### src/rtl/beam_pkg.sv
// rtl/beam_pkg.sv - shared widths, FSM state type and sign-extension helper for the beam summer.
package beam_pkg;

   localparam int PCM_W  = 19;
   localparam int N_MICS = 8;
   localparam int ACC_W  = 22;
   localparam int IDX_W  = $clog2(N_MICS);

   typedef enum logic [1:0] {
      ST_IDLE  = 2'd0,
      ST_ACCUM = 2'd1,
      ST_NORM  = 2'd2,
      ST_HOLD  = 2'd3
   } state_t;

   function automatic logic signed [ACC_W-1:0] sext_pcm(input logic signed [PCM_W-1:0] x);
      return {{(ACC_W-PCM_W){x[PCM_W-1]}}, x};
   endfunction

endpackage

### src/rtl/beam_norm.sv
// rtl/beam_norm.sv - combinational gain shift of the accumulator; BEAM_SUM_SAT_EN selects saturation over wrap.
module beam_norm
   import beam_pkg::*;
#(
   parameter int unsigned GAIN_SHIFT = 3
) (
   input  logic signed [ACC_W-1:0] acc_i,
   output logic signed [PCM_W-1:0] norm_o
);

   logic signed [ACC_W-1:0] shifted;
   assign shifted = acc_i >>> GAIN_SHIFT;

`ifdef BEAM_SUM_SAT_EN
   localparam logic signed [ACC_W-1:0] PCM_MAX = ACC_W'((1 << (PCM_W-1)) - 1);
   localparam logic signed [ACC_W-1:0] PCM_MIN = -ACC_W'(1 << (PCM_W-1));

   always_comb begin
      norm_o = shifted[PCM_W-1:0];
      if (shifted > PCM_MAX)
         norm_o = PCM_MAX[PCM_W-1:0];
      else if (shifted < PCM_MIN)
         norm_o = PCM_MIN[PCM_W-1:0];
   end
`else
   // Out-of-range results keep only the low PCM_W bits.
   logic unused_hi;
   assign unused_hi = ^shifted[ACC_W-1:PCM_W];
   assign norm_o    = shifted[PCM_W-1:0];
`endif

endmodule

### src/rtl/beam_sum.sv
// rtl/beam_sum.sv - eight-mic delay-and-sum beamformer back end: capture, serial accumulate, normalise, hold.
// Saturating normalisation is selected with BEAM_SUM_SAT_EN.
module beam_sum
   import beam_pkg::*;
#(
   parameter int unsigned GAIN_SHIFT = 3
) (
   input  logic                    clk,
   input  logic                    rst,
   input  logic                    sample_valid,
   input  logic signed [PCM_W-1:0] delayed_pcm_data_0,
   input  logic signed [PCM_W-1:0] delayed_pcm_data_1,
   input  logic signed [PCM_W-1:0] delayed_pcm_data_2,
   input  logic signed [PCM_W-1:0] delayed_pcm_data_3,
   input  logic signed [PCM_W-1:0] delayed_pcm_data_4,
   input  logic signed [PCM_W-1:0] delayed_pcm_data_5,
   input  logic signed [PCM_W-1:0] delayed_pcm_data_6,
   input  logic signed [PCM_W-1:0] delayed_pcm_data_7,
   input  logic [N_MICS-1:0]       chan_enable,
   output logic signed [PCM_W-1:0] sum_out,
   output logic                    sum_valid,
   input  logic                    sum_ready,
   output logic                    busy,
   output logic                    overrun
);

   logic signed [PCM_W-1:0] din [N_MICS];
   assign din[0] = delayed_pcm_data_0;
   assign din[1] = delayed_pcm_data_1;
   assign din[2] = delayed_pcm_data_2;
   assign din[3] = delayed_pcm_data_3;
   assign din[4] = delayed_pcm_data_4;
   assign din[5] = delayed_pcm_data_5;
   assign din[6] = delayed_pcm_data_6;
   assign din[7] = delayed_pcm_data_7;

   state_t                  state_q;
   logic [IDX_W-1:0]        idx_q;
   logic signed [ACC_W-1:0] acc_q;
   logic signed [PCM_W-1:0] data_q [N_MICS];
   logic [N_MICS-1:0]       en_q;
   logic signed [PCM_W-1:0] sum_out_q;
   logic                    sum_valid_q;
   logic                    busy_q;
   logic                    overrun_q;
   logic signed [PCM_W-1:0] norm_out;

   beam_norm #(.GAIN_SHIFT(GAIN_SHIFT)) u_norm (
      .acc_i  (acc_q),
      .norm_o (norm_out)
   );

   always_ff @(posedge clk or negedge rst) begin
      if (!rst) begin
         state_q     <= ST_IDLE;
         idx_q       <= '0;
         acc_q       <= '0;
         en_q        <= '0;
         sum_out_q   <= '0;
         sum_valid_q <= 1'b0;
         busy_q      <= 1'b0;
         overrun_q   <= 1'b0;
         for (int i = 0; i < N_MICS; i++) data_q[i] <= '0;
      end else begin
         overrun_q <= 1'b0;
         unique case (state_q)
            ST_IDLE: begin
               if (sample_valid) begin
                  for (int i = 0; i < N_MICS; i++) data_q[i] <= din[i];
                  en_q    <= chan_enable;
                  acc_q   <= '0;
                  idx_q   <= '0;
                  busy_q  <= 1'b1;
                  state_q <= ST_ACCUM;
               end
            end
            ST_ACCUM: begin
               if (en_q[idx_q])
                  acc_q <= acc_q + sext_pcm(data_q[idx_q]);
               idx_q <= idx_q + IDX_W'(1);
               if (idx_q == IDX_W'(N_MICS-1))
                  state_q <= ST_NORM;
               if (sample_valid)
                  overrun_q <= 1'b1;
            end
            ST_NORM: begin
               sum_out_q   <= norm_out;
               sum_valid_q <= 1'b1;
               state_q     <= ST_HOLD;
               if (sample_valid)
                  overrun_q <= 1'b1;
            end
            ST_HOLD: begin
               if (sum_ready) begin
                  sum_valid_q <= 1'b0;
                  // A strobe on the handshake edge starts the next sample without a gap.
                  if (sample_valid) begin
                     for (int i = 0; i < N_MICS; i++) data_q[i] <= din[i];
                     en_q    <= chan_enable;
                     acc_q   <= '0;
                     idx_q   <= '0;
                     state_q <= ST_ACCUM;
                  end else begin
                     busy_q  <= 1'b0;
                     state_q <= ST_IDLE;
                  end
               end else if (sample_valid) begin
                  overrun_q <= 1'b1;
               end
            end
            default: state_q <= ST_IDLE;
         endcase
      end
   end

   assign sum_out   = sum_out_q;
   assign sum_valid = sum_valid_q;
   assign busy      = busy_q;
   assign overrun   = overrun_q;

endmodule

### config.mk
export PLATFORM = sky130hd
export DESIGN_NAME = beam_sum
export DESIGN_NICKNAME = d
export VERILOG_FILES = /design/src/rtl/beam_pkg.sv /design/src/rtl/beam_norm.sv /design/src/rtl/beam_sum.sv
export SDC_FILE = /design/constraint.sdc
export NUM_CORES = 1
export LEC_CHECK = 0
export BUFFER_PORTS_ARGS = -buffer_cell sky130_fd_sc_hd__buf_2
export CELL_PAD_IN_SITES_DETAIL_PLACEMENT = 1
export CELL_PAD_IN_SITES_GLOBAL_PLACEMENT = 1
export CORE_AREA = 3 3 148 150
export CTS_CLUSTER_SIZE = 8
export DETAILED_ROUTE_END_ITERATION = 8
export DIE_AREA = 0 0 151 153
export GPL_ROUTABILITY_DRIVEN = 0
export GPL_TIMING_DRIVEN = 0
export PLACE_DENSITY_LB_ADDON = 0.1
export SLEW_MARGIN = 40
export SYNTH_ARGS = -nofsm -noshare
export SYNTH_HDL_FRONTEND = slang
export SYNTH_SLANG_ARGS = --single-unit
### constraint.sdc
create_clock -name clk -period 6.9 [get_ports clk]
set_input_delay 0.345 -clock clk [delete_from_list [all_inputs] [get_ports clk]]
set_output_delay 0.345 -clock clk [all_outputs]
set_load 0.05 [all_outputs]
== Word level (Yosys, flattened, before mapping) ==
Index checks and enable logic that the tools add are counted.

* Register bits after elaboration: 209
* Input bits: 164
* Output and inout bits: 22
* Word-level logic and storage cells: 73

* $add $sub $neg: 2
* $lt $le $gt $ge: 2
* Eq/ne operators: 9
* Muxes and demuxes: 32
* Bitwise operators: 1
* Reductions and logical operators: 11

{| class="wikitable"
|+ Operators with widths
! kind !! number
|-
| 152-bit two-way mux || 2
|-
| 152-bit case mux with 2 select lines || 1
|-
| 22-bit two-way mux || 3
|-
| 22-bit case mux with 3 select lines || 1
|-
| 19-bit binary-select mux with 3-bit select || 1
|-
| 19-bit two-way mux || 2
|-
| 22-bit by 19-bit adder with 22-bit output || 1
|-
| 8-bit two-way mux || 2
|-
| 8-bit case mux with 2 select lines || 1
|-
| 2-bit != test (second input constant) || 5
|-
| 3-bit case mux with 3 select lines || 1
|-
| 1-bit two-way mux || 8
|-
| 2-bit case mux with 4 select lines || 1
|-
| 2-bit two-way mux || 3
|-
| 3-bit two-way mux || 2
|-
| 1-bit case mux with 2 select lines || 3
|-
| 2-bit AND reduction || 3
|-
| 3-bit AND reduction || 2
|-
| 2-bit == test (second input constant) || 2
|-
| 4-bit greater-or-equal comparator (second input constant) || 1
|-
| 3-bit by 4-bit less-than comparator with 1-bit output (second input constant) || 1
|-
| 3-bit inverter with 4-bit output || 1
|-
| 4-bit AND reduction || 1
|-
| 2-bit nonzero test || 2
|-
| other kinds (7) || 7
|}

== Logic depth before layout (Yosys ltp) ==
Gate-level depths: netlist of the first run.

* Depth after elaboration: 7
* Gate-level depth with buffers: 16

== Cells and area by module ==
Synthesis of the first run repeated with hierarchy kept, for this count alone.

* Cells, all modules: 751
* Area total of the unflattened synthesis: 10,203.5 µm²

{| class="wikitable"
|+ Modules (own cells, without submodules)
! module !! times used !! cells each !! area an instance (µm²)
|-
| beam_sum || 1 || 732 || 10,060.9
|-
| beam_norm || 1 || 19 || 142.6
|}

== Least setup slack after synthesis of the first run ==
OpenSTA, ideal clock, no wires.

* Path kind: flip-flop to flip-flop
* Start: register idx_q[0]
* End: register acc_q[21]
* Data arrival time: 3.404 ns
* Required time: 6.813 ns
* Slack: 3.409 ns
* Cell stages (with the launch flop): 16
* Buffers on the path: 4
* Path through: dfrtp_1 buf_6 buf_2 buf_2 mux4_2 nand2_1 nand2_1 ha_1 clkbuf_1 a21oi_1 a21o_1 a31oi_1 a211oi_2 a21oi_1 or4b_1 o211ai_1

* Word-level cells in the longest chain between the ends: 7
* Elaborated cells between the ends (all ways): 11

{| class="wikitable"
|+ Ends and longest elaborated chain
! item !! line !! RTL
|-
| start: declaration || beam_sum.sv:38 || <nowiki>logic [IDX_W-1:0] idx_q;</nowiki>
|-
| start signal: assignment || beam_sum.sv:80 || <nowiki>idx_q <= idx_q + IDX_W'(1);</nowiki>
|-
| 3-bit inverter with 4-bit output (not written as such) || beam_sum.sv:79 || <nowiki>acc_q <= acc_q + sext_pcm(data_q[idx_q]);</nowiki>
|-
| 19-bit binary-select mux with 3-bit select || beam_sum.sv:79 ||
|-
| 19-bit two-way mux (not written as such) (2 in a row) || beam_sum.sv:79 ||
|-
| 22-bit by 19-bit adder with 22-bit output || beam_sum.sv:79 ||
|-
| 22-bit two-way mux || beam_sum.sv:78 || <nowiki>if (en_q[idx_q])</nowiki>
|-
| 22-bit case mux with 3 select lines || beam_sum.sv:66 || <nowiki>unique case (state_q)</nowiki>
|-
| end signal: assignment || beam_sum.sv:79 ||
|-
| end: declaration || beam_sum.sv:39 || <nowiki>logic signed [ACC_W-1:0] acc_q;</nowiki>
|}

Several ways; a longest one is shown, not always the timed one. The select of a mux whose other input is x is not followed.
A chain may end at the register's enable or synchronous reset.

== Worst setup path after layout of the first run ==
* Start: register idx_q[1]
* End: register acc_q[14]

Same word-level chain as after synthesis.

==> implementation parameters, run 1 <==
Parameter                              Value

Yosys
  Share of the yosys chip area belonging to registers    51.8%
  Most frequently used flop master after synthesis    sky130_fd_sc_hd__dfrtp_1
  Cell area after synthesis    between 10000 and 15000 µm²
  Average footprint of a synthesized cell    13.3 µm²
  Number of synthesized flops with an enable pin    0
  Synthesis warning total    0
  Gate count after technology mapping    759
  Synthesized netlist net count    951
  Post-synthesis async set-or-reset flop share    between 90% and 100%
  FF+latch count, synth    209
  Distinct cell type count of the synthesized netlist    50

Power
  Relative contribution of sequential cells to total power    33.4%
  Worst IR Drop VDD    0.000291 V
  Total power divided by cell area    529 nW/µm²
  Part of the total power dissipated in the clock network    19.6%
  Proportion of total power due to net switching    38.1%
  Net switching power    2.50 mW
  Share of power burned in combinational logic    between 40 and 50%
  Standby leakage power    just under 6 nW
  Internal power    between 4 and 5 mW

Global route
  Global-route usage over all layers    24.0%
  Wire length of the first global-routing pass    42800 µm
  Number of antenna violations at the first check in global routing    3
  Final global-route overflow total    0
  Pin count of the biggest net entering global routing    70
  Vias in the first global route    7801

Clocking
  Number of sinks driven by the clock tree    209
  CTS Root Buffer Type    sky130_fd_sc_hd__clkbuf_16
  Hold buffer count at cts    11
  TritonCTS clock tree    done
  Number of buffers inserted during clock tree synthesis    30
  H-tree depth    1
  CTS clock-pin slew for the worst setup and hold paths    ~0.05 ns
  CTS max path bufs    3
  Clock insertion delay at the later pin of the skew report    0.56 ns
  Resized Gates After CTS    0
  Buffers inserted during post-CTS setup optimization    0

Worst setup path
  Setup CP Type    reg2reg
  Setup crit end kind    flip-flop
  Worst-case reg-to-reg path depth    15
  Crit path max fanout    10
  CP Launch Type    flip-flop
  Worst EP arrival    5.07 ns
  Crit path required time    7.31 ns

Routing
  Via count    6978
  Number of nets with antenna violations after routing    0
  TritonRoute pass-1 iters    4
  Number of DRC markers in iteration 0    around 220
  Vias/cell    5.50
  Total wirelength of the detailed-routed design    27700 µm
  Remaining design rule violation count    0
  Average routed wire per standard cell    21.8 µm

Layout
  Non-filler instance count after layout    ~1300
  Most common library cell in the layout ignoring fill and taps    sky130_fd_sc_hd__dfrtp_1
  Cell area after layout    12400 µm²
  Layout cells sized above 1    47.0%
  Layout-stage area growth over the synthesis result    22.5%
  Net count of the finished layout    between 1000 and 1500
  Most frequent cells in the layout    209 x sky130_fd_sc_hd__dfrtp_1, 202 x sky130_fd_sc_hd__buf_2, 180 x sky130_fd_sc_hd__mux2_2

Floorplanning
  Die X    151 µm
  Count of boundary I/O pins    186
  Die area    about 23000 µm²
  Initial core utilization    48.5%
  Cell row count    53
  Die extent in y    153 µm
  Area of the core    about 21000 µm²

Run status
  Result of the run    finished clean

Placed design
  Placed cells    approximately 1200
  Worst setup timing slack at the placement stage    around 2.3 ns
  Port-buffer cells    185
  Detailed-placement wirelength estimate    slightly above 20000 µm
  Placement-stage cell area    11500 µm²

STA
  Unrepaired setup endpoints after global routing    false
  Top achievable clock speed    roughly 0.21 GHz
  Final Setup Violations    0
  Max Transition Viols Final    0
  Setup WS post-layout    2.24 ns
  Tcrit/Tclk final    between 60% and 70%
  Clk_skew    0.0164 ns
  Transition time at the pin with the least slew margin    0.775 ns
  Max-Slew Margin vs Limit    just under 50%
  Post-route setup TNS    0 ns
  Fin. Hold Viols    0
  Clock period minus worst slack    4.66 ns

Job
  Max Cap Violations    0

Hold path
  Number of instances on the worst hold path    2
  Worst min path class    in2reg
-- state kept, by name, indices dropped and copies added, names as in the netlist --
name	flops
acc_q	22
busy	1
data_q	152
en_q	8
idx_q	3
overrun	1
state_q	2
sum_out	19
sum_valid	1
-- power by group through the flow --
stage	registers, mW	logic, mW	clock network, mW
after floorplan	2.26	2.17	0
after global placement	2.16	2.99	0
after detailed placement	2.20	3.07	0
after CTS	2.19	3.11	1.32
after global routing	2.26	3.37	1.37
final	2.19	3.07	1.29
-- critical path: stages, from the launching register on --
cell and delay [ns]:
sky130_fd_sc_hd__dfrtp_1 0.50, sky130_fd_sc_hd__clkbuf_1 0.53, sky130_fd_sc_hd__clkbuf_1 0.62, sky130_fd_sc_hd__mux4_2 0.33, sky130_fd_sc_hd__nand2_1 0.05, sky130_fd_sc_hd__nand2_1 0.11
sky130_fd_sc_hd__ha_1 0.21, sky130_fd_sc_hd__inv_1 0.07, sky130_fd_sc_hd__fa_1 0.41, sky130_fd_sc_hd__nor2b_1 0.14, sky130_fd_sc_hd__o21a_1 0.18, sky130_fd_sc_hd__o211ai_1 0.14
sky130_fd_sc_hd__a221oi_1 0.71, sky130_fd_sc_hd__a21boi_0 0.23, sky130_fd_sc_hd__xor2_1 0.21, sky130_fd_sc_hd__o21ai_1 0.07
-- metal layers --
layer  share of wire (%)  global-route usage, %  vias up
met5               0.047                      0        -
met4                 2.0                   5.35        2
met3                 3.6                   4.03       40
met2                  52                   42.3      131
met1                  42                   31.1     3608
li1                    -                      -     3197
-- per-stage QoR --
stage	hold slack [ns]	total power [mW]	utilization, %
3_3_place_gp	0.479	5.15	54.6
2_1_floorplan	0.0494	4.43	-
6_report	0.0211	6.55	59.4
4_1_cts	0.000187	6.61	59.4
5_1_grt	0.00291	6.99	59.4
3_5_place_dp	0.254	5.27	55.1
-- cell usage after synthesis, types with 4 or more instances --
cell type | instances | area share [%]
sky130_fd_sc_hd__a31oi_1 | 4 | 0.25
sky130_fd_sc_hd__dfrtp_1 | 209 | 52
sky130_fd_sc_hd__xnor2_1 | 7 | 0.61
sky130_fd_sc_hd__mux4_2 | 40 | 8.9
sky130_fd_sc_hd__xor2_1 | 9 | 0.78
sky130_fd_sc_hd__mux2_2 | 180 | 20
sky130_fd_sc_hd__nor3_1 | 4 | 0.20
sky130_fd_sc_hd__ha_1 | 27 | 3.3
sky130_fd_sc_hd__a21o_1 | 13 | 0.97
sky130_fd_sc_hd__clkbuf_1 | 21 | 0.78
sky130_fd_sc_hd__o21ai_1 | 11 | 0.54
sky130_fd_sc_hd__and3_1 | 4 | 0.25
sky130_fd_sc_hd__nand3_1 | 10 | 0.50
sky130_fd_sc_hd__o21ai_0 | 17 | 0.84
sky130_fd_sc_hd__buf_2 | 18 | 0.89
sky130_fd_sc_hd__nand2_1 | 93 | 3.5
sky130_fd_sc_hd__nor2_1 | 12 | 0.45
sky130_fd_sc_hd__inv_1 | 13 | 0.48
sky130_fd_sc_hd__a21oi_1 | 20 | 0.99
-- kinds of logic after synthesis --
group / synth area share (%)
DFF: 51.8
AOI/OAI and AO/OA: 5.66
buffers and inverters: 2.38
and+or+nand+nor: 5.93
xor gates and xnor gates: 1.39
muxes: 29.3
adders and majority gates: 3.54
-- final cells by class --
class,instances,area (µm²)
antenna,3,7.51
fill,2177,8450
tap,275,344
inverter,13,48.8
sequential,209,5230
buffer,43,191
clock inverter,2,38.8
multi-input combinational,494,4630
timing repair buffer,199,1130
clock buffer,31,754
-- path summary, 6_finish.rpt --
path / endpoint / from / slack, ns
setup / recovery: acc_q[14] / idx_q[1] / 2.24
hold / removal: data_q[28] / delayed_pcm_data_6[9] / 0.02
setup reg to reg: acc_q[14] / idx_q[1] / 2.24
hold reg to reg: data_q[33] / data_q[33] / 0.50
max in group asynchronous: data_q[33] / rst / 5.67
min in group asynchronous: acc_q[7] / rst / 0.27
Note: power is estimated with default switching activity, not from simulation.
==> run 2: changes to the inputs <==
ABC_AREA = 1   (was not set)
CORE_AREA = 3 3 163 165   (was 3 3 148 150)
DIE_AREA = 0 0 166 168   (was 0 0 151 153)
clock period = 4.5 ns   (was 6.9 ns; I/O delays follow)
==> run 2 against run 1 <==
  * Routed wire length grew 44%
  * Largest cell class unchanged
  * Critical path type unchanged
  * Sequential share of layout area is 6.4 points lower
  * Clock power increased by 57%
  * Synthesized area up 6.3%
  * Power rose by 63%
  * Worst setup slack lost 1.7 ns
  * Die area up 21%
  * Clock-buffer cell count unchanged
  * Core utilization is 1.5 points lower
  * Largest power group unchanged
  * Hold slack better by 0.21 ns
==> implementation parameters, run 2 <==
Parameter                              Value

Power
  Power Total    10.7 mW (was 6.55 mW)
  Total power divided by cell area    731 nW/µm² (was 529 nW/µm²)
  Net switching power    4.58 mW (was 2.50 mW)
  Part of the total power dissipated in the clock network    18.9% (was 19.6%)
  Worst IR Drop VDD    0.000429 V (was 0.000291 V)
  Proportion of total power due to net switching    43.0% (was 38.1%)
  Standby leakage power    7.06 nW (was 5.76 nW)
  Internal power    6.08 mW (was 4.05 mW)
  Share of power burned in combinational logic    49.8% (was 46.9%)
  Relative contribution of sequential cells to total power    31.2% (was 33.4%)

Global route
  Vias in the first global route    10900 (was 7801)
  Number of antenna violations at the first check in global routing    6 (was 3)
  Global-route usage over all layers    27.8% (was 24.0%)
  Final global-route overflow total    0 (unchanged)
  Pin count of the biggest net entering global routing    74 (was 70)
  Wire length of the first global-routing pass    60700 µm (was 42800 µm)

Layout
  Number of filler cells placed in the layout    2892 (was 2177)
  Area taken by flip-flops and latches    5230 µm² (unchanged)
  Most frequent cells in the layout    232 x sky130_fd_sc_hd__nand2_1, 209 x sky130_fd_sc_hd__dfrtp_1, 196 x sky130_fd_sc_hd__buf_2 (was 209 x sky130_fd_sc_hd__dfrtp_1, 202 x sky130_fd_sc_hd__buf_2, 180 x sky130_fd_sc_hd__mux2_2)
  Net count of the finished layout    1709 (was 1182)
  Flip-flop count of the largest register, all copies and words added    152 (unchanged)
  Most flop-heavy register    data_q (unchanged)
  Utilization of the core after routing    57.9% (was 59.4%)
  Layout-stage area growth over the synthesis result    35.8% (was 22.5%)
  Most common library cell in the layout ignoring fill and taps    sky130_fd_sc_hd__nand2_1 (was sky130_fd_sc_hd__dfrtp_1)
  Non-filler instance count after layout    1855 (was 1269)
  Combined area of the multi-input logic cells    4880 µm² (was 4630 µm²)
  Layout cells sized above 1    28.1% (was 47.0%)

Worst setup path
  Worst EP arrival    4.43 ns (was 5.07 ns)
  R2R setup slack    0.52 ns (was 2.24 ns)
  FF-to-FF End    acc_q[16] (was acc_q[14])
  Crit path required time    4.94 ns (was 7.31 ns)
  CP Launch Type    flip-flop (unchanged)
  Worst r2r src    idx_q[0] (was idx_q[1])
  Worst-case reg-to-reg path depth    20 (was 15)
  Setup CP Type    reg2reg (unchanged)
  Setup crit end kind    flip-flop (unchanged)
  Crit path max fanout    10 (unchanged)

Floorplanning
  Area of the core    25200 µm² (was 20800 µm²)
  Die X    166 µm (was 151 µm)
  Die area    27900 µm² (was 23100 µm²)
  Cell row count    58 (was 53)
  Count of boundary I/O pins    186 (unchanged)
  Initial core utilization    42.7% (was 48.5%)
  Die extent in y    168 µm (was 153 µm)

STA
  Max Transition Viols Final    0 (unchanged)
  Post-route setup TNS    0 ns (unchanged)
  Clock period minus worst slack    3.98 ns (was 4.66 ns)
  Unrepaired setup endpoints after global routing    false (unchanged)
  Final Setup Violations    0 (unchanged)
  Clk_skew    0.0136 ns (was 0.0164 ns)
  Fin. Hold Viols    0 (unchanged)
  Transition time at the pin with the least slew margin    0.637 ns (was 0.775 ns)
  Top achievable clock speed    0.251 GHz (was 0.215 GHz)
  Max-Slew Margin vs Limit    57.5% (was 48.3%)
  Tcrit/Tclk final    88.5% (was 67.5%)

Yosys
  Synthesis warning total    0 (unchanged)
  Biggest area contributors in the synthesized netlist    sky130_fd_sc_hd__dfrtp_1 49%, sky130_fd_sc_hd__mux2_2 16%, sky130_fd_sc_hd__nand2_1 8.1%, sky130_fd_sc_hd__nor2_1 5.7%, sky130_fd_sc_hd__o21ai_0 4.1% (was sky130_fd_sc_hd__dfrtp_1 52%, sky130_fd_sc_hd__mux2_2 20%, sky130_fd_sc_hd__mux4_2 8.9%, sky130_fd_sc_hd__nand2_1 3.5%, sky130_fd_sc_hd__ha_1 3.3%)
  Top cells by instance count after synthesis    232 x sky130_fd_sc_hd__nand2_1, 209 x sky130_fd_sc_hd__dfrtp_1, 162 x sky130_fd_sc_hd__nor2_1 (was 209 x sky130_fd_sc_hd__dfrtp_1, 180 x sky130_fd_sc_hd__mux2_2, 93 x sky130_fd_sc_hd__nand2_1)
  Number of synthesized flops with an enable pin    0 (unchanged)
  Cell area after synthesis    10700 µm² (was 10100 µm²)
  Post-synthesis async set-or-reset flop share    100% (unchanged)
  Synthesized netlist net count    1327 (was 951)
  Distinct cell type count of the synthesized netlist    37 (was 50)
  FF+latch count, synth    209 (unchanged)
  Synth area leader    sky130_fd_sc_hd__dfrtp_1 (unchanged)
  Share of the yosys chip area belonging to registers    48.7% (was 51.8%)
  Cell with the most instances after synthesis    sky130_fd_sc_hd__nand2_1 (was sky130_fd_sc_hd__dfrtp_1)
  Gate count after technology mapping    1135 (was 759)
  Most frequently used flop master after synthesis    sky130_fd_sc_hd__dfrtp_1 (unchanged)
  Average footprint of a synthesized cell    9.46 µm² (was 13.3 µm²)
  Area share of the leading cell type in the synthesized netlist    48.7% (was 51.8%)

Routing
  Average routed wire per standard cell    21.5 µm (was 21.8 µm)
  Via count    9770 (was 6978)
  Number of nets with antenna violations after routing    0 (unchanged)
  Vias/cell    5.27 (was 5.50)
  Number of DRC markers in iteration 0    470 (was 223)
  Remaining design rule violation count    0 (unchanged)
  Total wirelength of the detailed-routed design    40000 µm (was 27700 µm)
  TritonRoute pass-1 iters    5 (was 4)

Clocking
  CTS Root Buffer Type    sky130_fd_sc_hd__clkbuf_16 (unchanged)
  H-tree depth    1 (unchanged)
  Hold buffer count at cts    163 (was 11)
  Clock insertion delay at the later pin of the skew report    0.56 ns (about the same)
  CTS max path bufs    3 (unchanged)
  Number of buffers inserted during clock tree synthesis    30 (unchanged)
  TritonCTS clock tree    done (unchanged)
  Resized Gates After CTS    0 (unchanged)
  Number of sinks driven by the clock tree    209 (unchanged)
  Buffers inserted during post-CTS setup optimization    0 (unchanged)
  CTS clock-pin slew for the worst setup and hold paths    0.06 ns (was 0.05 ns)

Job
  Max Cap Violations    0 (unchanged)

Hold path
  Worst min path class    in2async (was in2reg)

Placed design
  Port-buffer cells    185 (unchanged)
  Detailed-placement wirelength estimate    25200 µm (was 20400 µm)
  Placed cells    1652 (was 1222)

Run status
  Result of the run    finished clean (unchanged)
-- run 2: area by class of cell --
| class | instances | share of cell area [%] |
|---|---|---|
| well taps | 330 | 2.83 |
| plain buffers | 55 | 2.48 |
| clock buffers | 31 | 5.17 |
| inverters | 72 | 1.87 |
| flip-flops and latches | 209 | 35.9 |
| multi-input cells | 799 | 33.4 |
| repair buffers | 350 | 18.0 |
| clock inverters | 2 | 0.266 |
| diodes | 7 | 0.120 |
-- run 2: logic make-up after synthesis --
logic type               count (synthesis)  synth area share, %
multiplexers                           155                 16.3
XOR/XNOR                                 9                0.734
flip-flops                             209                 48.7
AND/OR/NAND/NOR                        447                 16.9
buffers and inverters                  127                 5.91
AO/OA/AOI/OAI                          160                 8.14
adder cells (fa/ha/maj)                 28                 3.33
-- run 2: stage by stage --
stage / hold WS [ns] / setup WS, ns / area [µm²]
floorplan: -0.0706 / 1.68 / 10700
global placement: 0.437 / -0.517 / 12100
detailed placement: 0.231 / 0.640 / 12100
CTS: 0.247 / 0.610 / 14600
global route: 0.276 / 0.206 / 14600
finish: 0.233 / 0.516 / 14600
-- run 2: power groups by stage --
| stage | combinational, mW | clock [mW] | sequential, mW |
|---|---|---|---|
| floorplan | 3.47 | 0 | 3.37 |
| global placement | 4.91 | 0 | 3.23 |
| detailed placement | 5.07 | 0 | 3.28 |
| CTS | 5.23 | 2.03 | 3.26 |
| global route | 5.84 | 2.13 | 3.41 |
| finish | 5.31 | 2.02 | 3.33 |
-- run 2: worst max-delay path by stage --
stage / from / slack (ns) / depth (start not counted) / to
after CTS: idx_q[0] / 0.61 / 20 / acc_q[16]
after detailed placement: idx_q[0] / 0.64 / 20 / acc_q[16]
after global routing: idx_q[0] / 0.21 / 20 / acc_q[16]
after global placement: rst / -0.52 / 1 / data_q[146]
final: idx_q[0] / 0.52 / 20 / acc_q[16]
after floorplan: idx_q[0] / 1.68 / 20 / acc_q[16]
-- run 2: metal layers --
layer	wire [µm]	part of all wire (%)	global-route usage (%)
met4	2140	5.4	13.9
met2	20200	51	50.6
met1	15900	40	31.9
met3	1730	4.3	4.39
met5	0	0	0
-- run 2: worst max-delay path: stages (launching register included) --
cell and delay [ns]:
sky130_fd_sc_hd__dfrtp_1 0.42, sky130_fd_sc_hd__inv_2 0.20, sky130_fd_sc_hd__buf_4 0.24, sky130_fd_sc_hd__clkbuf_1 0.46, sky130_fd_sc_hd__nor2_1 0.08, sky130_fd_sc_hd__o22ai_1 0.21, sky130_fd_sc_hd__nor2_1 0.07, sky130_fd_sc_hd__a31oi_1 0.22
sky130_fd_sc_hd__ha_1 0.20, sky130_fd_sc_hd__inv_1 0.06, sky130_fd_sc_hd__fa_1 0.41, sky130_fd_sc_hd__inv_1 0.08, sky130_fd_sc_hd__nand3_1 0.06, sky130_fd_sc_hd__inv_1 0.11, sky130_fd_sc_hd__nor2_1 0.11, sky130_fd_sc_hd__o21ai_0 0.49
sky130_fd_sc_hd__nand2_1 0.11, sky130_fd_sc_hd__nand2_1 0.14, sky130_fd_sc_hd__nand2_1 0.08, sky130_fd_sc_hd__nand2_2 0.07, sky130_fd_sc_hd__o21ai_2 0.04
==> run 3: changes to the inputs <==
clock period = 3.8 ns   (was 4.5 ns; I/O delays follow)
==> run 3 against run 2 <==
  * Die area unchanged
  * Cell count is the same
  * Combinational power grew 19%
  * Worst setup slack lost 0.23 ns
  * Power rose by 19%
  * Sequential power increased by 18%
  * Routed wire length barely moved
  * Hold slack got worse by 0.039 ns
  * Non-clock buffer count did not move
  * Register-to-register slack worse by 0.23 ns
  * Clock skew is 0.0020 ns higher
  * Largest power group unchanged
==> implementation parameters, run 3 (synthesized netlist as in run 2, its figures left out) <==
Parameter                              Value

Global route
  Vias in the first global route    10900 (unchanged)
  Wire length of the first global-routing pass    60700 µm (unchanged)
  Number of antenna violations at the first check in global routing    6 (unchanged)
  Pin count of the biggest net entering global routing    74 (unchanged)
  Global-route usage over all layers    27.8% (unchanged)
  Final global-route overflow total    0 (unchanged)

Placed design
  Placement-stage cell area    12100 µm² (unchanged)
  Port-buffer cells    185 (unchanged)
  Detailed-placement wirelength estimate    25200 µm (unchanged)

Layout
  Most common library cell in the layout ignoring fill and taps    sky130_fd_sc_hd__nand2_1 (unchanged)
  Flip-flop count of the largest register, all copies and words added    152 (unchanged)
  Most frequent cells in the layout    232 x sky130_fd_sc_hd__nand2_1, 209 x sky130_fd_sc_hd__dfrtp_1, 195 x sky130_fd_sc_hd__buf_2 (was 232 x sky130_fd_sc_hd__nand2_1, 209 x sky130_fd_sc_hd__dfrtp_1, 196 x sky130_fd_sc_hd__buf_2)
  Cell area after layout    14600 µm² (about the same)
  Layout-stage area growth over the synthesis result    35.9% (was 35.8%)
  Number of filler cells placed in the layout    2893 (was 2892)
  Most flop-heavy register    data_q (unchanged)
  Net count of the finished layout    1709 (unchanged)
  Layout cells sized above 1    28.5% (was 28.1%)

Routing
  TritonRoute pass-1 iters    5 (unchanged)
  Vias/cell    5.29 (was 5.27)
  Remaining design rule violation count    0 (unchanged)
  Total wirelength of the detailed-routed design    40000 µm (about the same)
  Average routed wire per standard cell    21.6 µm (was 21.5 µm)
  Number of DRC markers in iteration 0    492 (was 470)
  Number of nets with antenna violations after routing    0 (unchanged)
  Via count    9818 (was 9770)

Power
  Worst IR Drop VDD    0.000507 V (was 0.000429 V)
  Total power divided by cell area    867 nW/µm² (was 731 nW/µm²)
  Standby leakage power    7.07 nW (was 7.06 nW)

STA
  Clk_skew    0.0157 ns (was 0.0136 ns)
  Fin. Hold Viols    0 (unchanged)
  Max Transition Viols Final    0 (unchanged)
  Tcrit/Tclk final    92.4% (was 88.5%)
  Hold slack final    0.194 ns (was 0.233 ns)
  Max-Slew Margin vs Limit    57.5% (about the same)
  Post-route setup TNS    0 ns (unchanged)
  Top achievable clock speed    0.285 GHz (was 0.251 GHz)
  Final Setup Violations    0 (unchanged)
  Clock period minus worst slack    3.51 ns (was 3.98 ns)
  Transition time at the pin with the least slew margin    0.637 ns (about the same)

Worst setup path
  Setup crit end kind    flip-flop (unchanged)
  Crit path from    idx_q[0] (unchanged)
  FF-to-FF End    acc_q[16] (unchanged)
  Worst r2r src    idx_q[0] (unchanged)
  CP Launch Type    flip-flop (unchanged)
  Master of the slowest instance on the critical path    sky130_fd_sc_hd__dfrtp_1 (was sky130_fd_sc_hd__o21ai_0)
  Capture point of the worst path    acc_q[16] (unchanged)
  Crit path max fanout    10 (unchanged)
  Number of buffers and inverters on the critical path    6 (unchanged)
  Longest individual stage delay on the worst path    0.41 ns (was 0.49 ns)
  R2R setup slack    0.29 ns (was 0.52 ns)
  Crit path required time    4.24 ns (was 4.94 ns)
  Critical-path cell list    buf_4, buf_4, buf_2, nor2_1, o22ai_1, nor2_1, a31oi_1, ha_1, inv_1, fa_1, inv_1, nand3_1, inv_1, nor2_1, o21ai_2, nand2_1, nand2_1, nand2_1, nand2_2, o21ai_2 (was inv_2, buf_4, clkbuf_1, nor2_1, o22ai_1, nor2_1, a31oi_1, ha_1, inv_1, fa_1, inv_1, nand3_1, inv_1, nor2_1, o21ai_0, nand2_1, nand2_1, nand2_1, nand2_2, o21ai_2)
  Setup CP Type    reg2reg (unchanged)
  Critical path depth in cells    20 (unchanged)
  Kind of cell adding the most delay to the critical path    buffers and inverters (unchanged)
  Worst-case reg-to-reg path depth    20 (unchanged)
  Worst EP arrival    3.95 ns (was 4.43 ns)

Job
  Max Cap Violations    0 (unchanged)

Run status
  Result of the run    finished clean (unchanged)

Clocking
  CTS clock-pin slew for the worst setup and hold paths    0.06 ns (about the same)
  H-tree depth    1 (unchanged)
  CTS Root Buffer Type    sky130_fd_sc_hd__clkbuf_16 (unchanged)
  Buffers inserted during post-CTS setup optimization    0 (unchanged)
  Number of buffers inserted during clock tree synthesis    30 (unchanged)
  Number of sinks driven by the clock tree    209 (unchanged)
  Clock insertion delay at the later pin of the skew report    0.56 ns (about the same)
  CTS max path bufs    3 (unchanged)
  TritonCTS clock tree    done (unchanged)

Floorplanning
  Die extent in y    168 µm (unchanged)
  Cell row count    58 (unchanged)
  Die area    27900 µm² (unchanged)
  Die X    166 µm (unchanged)
  Area of the core    25200 µm² (unchanged)
  Initial core utilization    42.7% (unchanged)
  Count of boundary I/O pins    186 (unchanged)

Hold path
  Worst min path class    in2async (unchanged)
==> run 3: timing repair <==
| action | in CTS | in global routing |
|---|---|---|
| hold buffers | 163 | 0 |
| pin swaps | 0 | 1 |
| endpoints found under the setup margin | 2 | 5 |
| resized for setup | 1 | 11 |
| hold endpoints to repair | 228 | 0 |
==> run 3: worst min path at each step <==
stage | to | slack (ns) | cells after the start
6_report | data_q[94] | 0.19 | 2
5_1_grt | data_q[94] | 0.24 | 2
4_1_cts | idx_q[0] | 0.21 | 2
3_5_place_dp | en_q[2] | 0.20 | 1
3_3_place_gp | sum_valid | 0.40 | 2
2_1_floorplan | acc_q[0] | -0.11 | 0
==> run 3: routing by layer <==
layer / vias to the layer above / global-route usage (%) / wire length, µm
li1: 4520 / - / -
met1: 4851 / 31.9 / 15600
met2: 327 / 50.6 / 20200
met3: 120 / 4.39 / 1900
met4: 0 / 13.9 / 2220
met5: - / 0 / 0
==> run 3: layout make-up <==
class	instances	area, µm²	area share [%]
antenna	7	17.5	0.120
timing repair buffer	350	2620	18.0
clock inverter	2	38.8	0.266
clock buffer	31	754	5.17
tap	330	413	2.83
inverter	72	273	1.87
buffer	55	369	2.53
sequential	209	5230	35.8
multi-input combinational	799	4880	33.4
==> run 3: worst reg2reg max path: stages (launching register included) <==
cell and delay [ns]:
sky130_fd_sc_hd__dfrtp_1 0.41, sky130_fd_sc_hd__buf_4 0.22, sky130_fd_sc_hd__buf_4 0.24, sky130_fd_sc_hd__buf_2 0.29
sky130_fd_sc_hd__nor2_1 0.11, sky130_fd_sc_hd__o22ai_1 0.17, sky130_fd_sc_hd__nor2_1 0.07, sky130_fd_sc_hd__a31oi_1 0.22
sky130_fd_sc_hd__ha_1 0.20, sky130_fd_sc_hd__inv_1 0.06, sky130_fd_sc_hd__fa_1 0.41, sky130_fd_sc_hd__inv_1 0.08
sky130_fd_sc_hd__nand3_1 0.06, sky130_fd_sc_hd__inv_1 0.11, sky130_fd_sc_hd__nor2_1 0.12, sky130_fd_sc_hd__o21ai_2 0.24
sky130_fd_sc_hd__nand2_1 0.09, sky130_fd_sc_hd__nand2_1 0.12, sky130_fd_sc_hd__nand2_1 0.08, sky130_fd_sc_hd__nand2_2 0.07
sky130_fd_sc_hd__o21ai_2 0.04
==> run 3: per-stage QoR <==
step,worst slack [ns],power (mW),util (%),instances
5_1_grt,-0.0231,13.5,58.0,1855
4_1_cts,0.0714,12.5,57.9,1848
3_5_place_dp,-0.0597,9.88,48.2,1652
2_1_floorplan,0.977,8.10,-,1135
6_report,0.290,12.7,58.0,1855
3_3_place_gp,-1.18,9.65,48.0,1650
==> run 3: power breakdown <==
part           internal, mW  switching, mW  leakage (nW)  total [mW]
registers              3.29          0.651          2.54        3.94
clock network          1.39           1.01         0.386        2.39
logic                  2.53           3.79          4.15        6.32
